[src/rtl/ccff_config_sequencer.sv]
// Loads an IO-edge tile's grid IO chain then its connection-block chain from a
// valid/ready bitstream, one bit per prog_clk, and times the IO isolation release.
module ccff_config_sequencer #(
    parameter int unsigned WORD_W   = 8,
    parameter int unsigned IO_BITS  = 4,
    parameter int unsigned CB_BITS  = 20,
    parameter int unsigned ISOL_DLY = 4
) (
    input  logic              prog_clk,
    input  logic              pReset,
    input  logic              start,
    input  logic [WORD_W-1:0] cfg_word,
    input  logic              cfg_valid,
    output logic              cfg_ready,
    output logic              ccff_head_io,
    output logic              shift_en_io,
    output logic              ccff_head_cb,
    output logic              shift_en_cb,
    output logic              busy,
    output logic              done,
    output logic              IO_ISOL_N
);

    localparam int unsigned CHAIN_MAX = (IO_BITS > CB_BITS) ? IO_BITS : CB_BITS;
    localparam int unsigned CHAIN_W   = $clog2(CHAIN_MAX + 1);
    localparam int unsigned BCNT_W    = $clog2(WORD_W + 1);
    localparam int unsigned ISOL_W    = 8;

    typedef enum logic [1:0] {
        IDLE    = 2'd0,
        LOAD_IO = 2'd1,
        LOAD_CB = 2'd2,
        DONE    = 2'd3
    } state_t;

    state_t              state, state_nxt;
    logic [WORD_W-1:0]   shreg;
    logic [BCNT_W-1:0]   buf_cnt;
    logic [CHAIN_W-1:0]  chain_cnt;
    logic [ISOL_W-1:0]   isol_cnt;
    logic                shift;
    logic                last_shift;
    logic                accept;

    assign shift      = busy && (buf_cnt != '0);
    assign last_shift = shift && (chain_cnt == CHAIN_W'(1));
    assign accept     = cfg_ready && cfg_valid;

    // State register
    always_ff @(posedge prog_clk or negedge pReset) begin
        if (!pReset) state <= IDLE;
        else         state <= state_nxt;
    end

    // Next-state logic; start is only honoured when not loading
    always_comb begin
        state_nxt = state;
        case (state)
            IDLE:    if (start)      state_nxt = LOAD_IO;
            LOAD_IO: if (last_shift) state_nxt = LOAD_CB;
            LOAD_CB: if (last_shift) state_nxt = DONE;
            DONE:    if (start)      state_nxt = LOAD_IO;
            default:                 state_nxt = IDLE;
        endcase
    end

    // Outputs decoded from registered state only
    always_comb begin
        busy         = 1'b0;
        done         = 1'b0;
        cfg_ready    = 1'b0;
        shift_en_io  = 1'b0;
        ccff_head_io = 1'b0;
        shift_en_cb  = 1'b0;
        ccff_head_cb = 1'b0;
        case (state)
            LOAD_IO: begin
                busy         = 1'b1;
                cfg_ready    = (buf_cnt == '0);
                shift_en_io  = (buf_cnt != '0);
                ccff_head_io = (buf_cnt != '0) && shreg[0];
            end
            LOAD_CB: begin
                busy         = 1'b1;
                cfg_ready    = (buf_cnt == '0);
                shift_en_cb  = (buf_cnt != '0);
                ccff_head_cb = (buf_cnt != '0) && shreg[0];
            end
            DONE:    done = 1'b1;
            default: ;
        endcase
    end

    // Word buffer, chain counter and isolation timer
    always_ff @(posedge prog_clk or negedge pReset) begin
        if (!pReset) begin
            shreg     <= '0;
            buf_cnt   <= '0;
            chain_cnt <= '0;
            isol_cnt  <= '0;
            IO_ISOL_N <= 1'b0;
        end else if ((state_nxt == LOAD_IO) && (state != LOAD_IO)) begin
            chain_cnt <= CHAIN_W'(IO_BITS);
            buf_cnt   <= '0;
            isol_cnt  <= '0;
            IO_ISOL_N <= 1'b0;
        end else if ((state == LOAD_CB) && (state_nxt == DONE)) begin
            // leftover bits of the final word are dropped
            shreg     <= '0;
            buf_cnt   <= '0;
            chain_cnt <= '0;
            isol_cnt  <= ISOL_W'(ISOL_DLY);
        end else begin
            if (accept) begin
                shreg   <= cfg_word;
                buf_cnt <= BCNT_W'(WORD_W);
            end else if (shift) begin
                shreg   <= {1'b0, shreg[WORD_W-1:1]};
                buf_cnt <= buf_cnt - BCNT_W'(1);
                // buffer carries straight into the CB chain on the switch edge
                if (last_shift) chain_cnt <= CHAIN_W'(CB_BITS);
                else            chain_cnt <= chain_cnt - CHAIN_W'(1);
            end
            if ((state == DONE) && (isol_cnt != '0)) begin
                isol_cnt <= isol_cnt - ISOL_W'(1);
                if (isol_cnt == ISOL_W'(1)) IO_ISOL_N <= 1'b1;
            end
        end
    end

endmodule

[config.mk]
export PLATFORM = sky130hd
export DESIGN_NAME = ccff_config_sequencer
export DESIGN_NICKNAME = d
export VERILOG_FILES = /design/src/rtl/ccff_config_sequencer.sv
export SDC_FILE = /design/constraint.sdc
export NUM_CORES = 1
export LEC_CHECK = 0
export CORE_MARGIN = 2
export CORE_UTILIZATION = 48
export DETAILED_ROUTE_END_ITERATION = 16
export PLACE_DENSITY = 0.73
export SKIP_CTS_REPAIR_TIMING = 1
export SYNTH_ARGS = -nofsm -noshare
export SYNTH_HDL_FRONTEND = slang
export SYNTH_SLANG_ARGS = --single-unit
[constraint.sdc]
create_clock -name prog_clk -period 2.1 [get_ports prog_clk]
set_clock_uncertainty 0.2 [all_clocks]
set_input_delay 0.42 -clock prog_clk [delete_from_list [all_inputs] [get_ports prog_clk]]
set_output_delay 0.42 -clock prog_clk [all_outputs]
set_load 0.02 [all_outputs]
==> flow_summary.ini <==
[outcome]
status = complete, but fails checks
violations = negative setup slack

[critical_path]
setup.worst_path.start_class = register
critPathArrivalTime_ns = 1.73
reg2reg_slack_ns = -0.23
setup.worst_path.end_class = output pin
critPathKind = reg -> out
timing.rr.end = buf_cnt[0]$_DFFE_PN0P_
worstReg2RegStart = buf_cnt[0]$_DFFE_PN0P_
r2r_cells = 8
cp.required_ns = 1.48
endpoint = ccff_head_cb
crit_path_max_fanout = 5
startpoint = buf_cnt[0]$_DFFE_PN0P_

[power]
vdd_ir_drop_max_mv = 0.753
p_sw_share_pct = 43.9
seq_power_share_pct = 22.6
leakagePower_nw = 1.12
power_frac_comb_pct = 69.1
p_int_mw = 2.52
power_switching_mw = 1.97
power_density_nw_per_um2 = 1850
clockPowerShare_pct = 8.3

[layout]
nNetsFinal = 256
drive_gt1_share_pct = 33.5
design_area_um2 = 2430
area_growth_pct = 41.1
antenna_cells = 0
final_core_util_pct = 71.8

[clock_tree]
h-tree-depth = 1
cts_num_sinks = 28
clk_path_buf_depth = 2
cts_tree = yes
cts-root-buf = clkbuf_4
cts_buffers = 3
clkTransAtPathRegs_ns = 0.16
clock_latency_ns = 0.35

[grt]
grt_antenna_before_repair = 0
grt_start_max_net_pins = 29
grt_pass1_wl_um = 7120
overflow = 0
grt.total_usage_pct = 22.3
grt_pass1_vias = 1580

[floorplanning]
core-area_um2 = 3390
initial_core_util_pct = 50.9
die_height_um = 63.9
die-area_um2 = 4090
die_w_um = 63.9
rows = 21
io_pins = 20

[synthesis]
yosys_most_used_dff = dfrtp_1
yosysMostFrequentCell = dfrtp_1
ys_warn_count = 0
syn_area_per_cell_um2 = 9.80
ys_types = 47
synth_common_cells = 28 x dfrtp_1, 20 x nor2_1, 13 x inv_1
seq_area_frac_synth_pct = 40.6
synth-edff-count = 0
synth_area_um2 = 1720
yosysTopAreaCell = dfrtp_1
ys_ff_latch = 28
syn_inst = 176
async_flop_share_pct = 100
netlist_top_cells_area = dfrtp_1 41%, ha_1 7.3%, mux2i_1 4.6%
synth_nets = 198
yosys.area.top_type_share_pct = 40.6

[min_path]
holdCritPathClass = in -> async

[timing]
maxSlewHeadroom_pct = 74.9
max_slew.worst_pin.slew_ns = 0.376
tns_ns = -5.05
whs_ns = 0.228
setup-violations-final = 31
hold_violations = 0
drv_slew = 0
post-route-min-period_ns = 2.35
timing.final.crit_share_pct = 112
clock.fmax_mhz = 426
fin_ws_ns = -0.248
rsz0062_at_grt = yes

[job]
cap_viol_max_count = 0

[drt]
first_pass_iters = 4
via_count = 1608
drt-initial-drc-count = 89
wl_um = 4600
routed_via_density = 5.76
ant_nets = 0
avgRoutedWirePerCell_um = 16.5
drc = 0

[place]
gp_congestion = 0.784
port_buffers = 19
preCtsSetupSlack_ns = -0.274
placed_area_um2 = 2240
dp.final_hpwl_um = 3080
-- stage by stage --
| step | cells | total power, mW |
|---|---|---|
| floorplan | 176 | 2.60 |
| global placement | 272 | 3.64 |
| CTS | 276 | 4.16 |
| global route | 279 | 4.82 |
| detailed placement | 272 | 3.77 |
| finish | 279 | 4.50 |
-- cells in the final DEF, fill, tap and decap left out, types with 3 or more instances in the layout --
master / netlist / final
nor4_1: 6 / 6
a221oi_1: 3 / 3
buf_6: 2 / 5
inv_2: 1 / 3
buf_4: 0 / 37
nor2_2: 0 / 3
clkbuf_4: 0 / 3
xnor2_1: 4 / 4
a2bb2oi_1: 4 / 4
nor2_1: 20 / 17
nand3_1: 4 / 4
mux2i_1: 8 / 8
and3_4: 0 / 3
a21oi_1: 9 / 9
a211oi_2: 0 / 3
a211oi_1: 9 / 6
ha_1: 10 / 7
inv_1: 13 / 11
nor3_1: 3 / 3
dfrtp_1: 28 / 28
clkdlybuf4s50_1: 0 / 12
a21boi_0: 3 / 3
xor2_1: 3 / 3
-- how the worst min path moves through the flow --
stage / start / end / slack (ns) / cells past startpoint
2_1_floorplan: pReset / IO_ISOL_N$_DFFE_PN0P_ / -0.08 / 0
3_3_place_gp: shreg[7]$_DFFE_PN0P_ / shreg[7]$_DFFE_PN0P_ / 0.31 / 2
3_5_place_dp: shreg[7]$_DFFE_PN0P_ / shreg[7]$_DFFE_PN0P_ / 0.31 / 2
4_1_cts: pReset / state[1]$_DFF_PN0_ / 0.24 / 2
5_1_grt: pReset / state[1]$_DFF_PN0_ / 0.27 / 2
6_report: pReset / state[1]$_DFF_PN0_ / 0.23 / 2
-- kinds of logic after synthesis --
group / count (synthesis) / share of synthesized area [%]
multiplexers: 8 / 4.64
AND/OR/NAND/NOR: 53 / 16.8
AO/OA/AOI/OAI: 50 / 21.8
buffers and inverters: 20 / 5.30
adder cells (fa/ha/maj): 10 / 7.26
flip-flops: 28 / 40.6
XOR/XNOR: 7 / 3.56
-- metal layers --
metal	wire [µm]	share of wire [%]	vias to the layer above	GRT usage [%]
met2	2380	52	43	37.4
met1	1970	43	794	28.3
met4	77	1.7	0	10.6
met5	0	0	-	0
met3	175	3.8	6	2.99
li1	-	-	765	-
-- area by class of cell --
class	count	area [µm²]
clock buffers	3	22.5
well taps	46	57.6
flip-flops and latches	28	701
clock inverters	1	30.0
fillers	226	956
inverters	14	52.6
multi-input cells	128	1050
repair buffers	59	517
-- state kept, by name, summed over array words and instances, names as in the netlist --
signal and cells:
buf_cnt 4, state 2, IO_ISOL_N 1, isol_cnt 8, shreg 8, chain_cnt 5
-- power by group through the flow --
stage	Sequential (mW)	Combinational, mW	Clock [mW]
final	1.02	3.11	0.372
after global routing	1.05	3.37	0.398
after CTS	0.996	2.78	0.376
after detailed placement	1.01	2.76	0
after global placement	0.983	2.66	0
after floorplan	0.984	1.62	0
-- worst max-delay path, stage by stage (launching register included) --
cell and delay, ns:
dfrtp_1 0.43, inv_2 0.10, ha_4 0.14, or3b_4 0.40, and3_4 0.19, buf_6 0.12
Note: power is estimated with default switching activity, not from simulation.
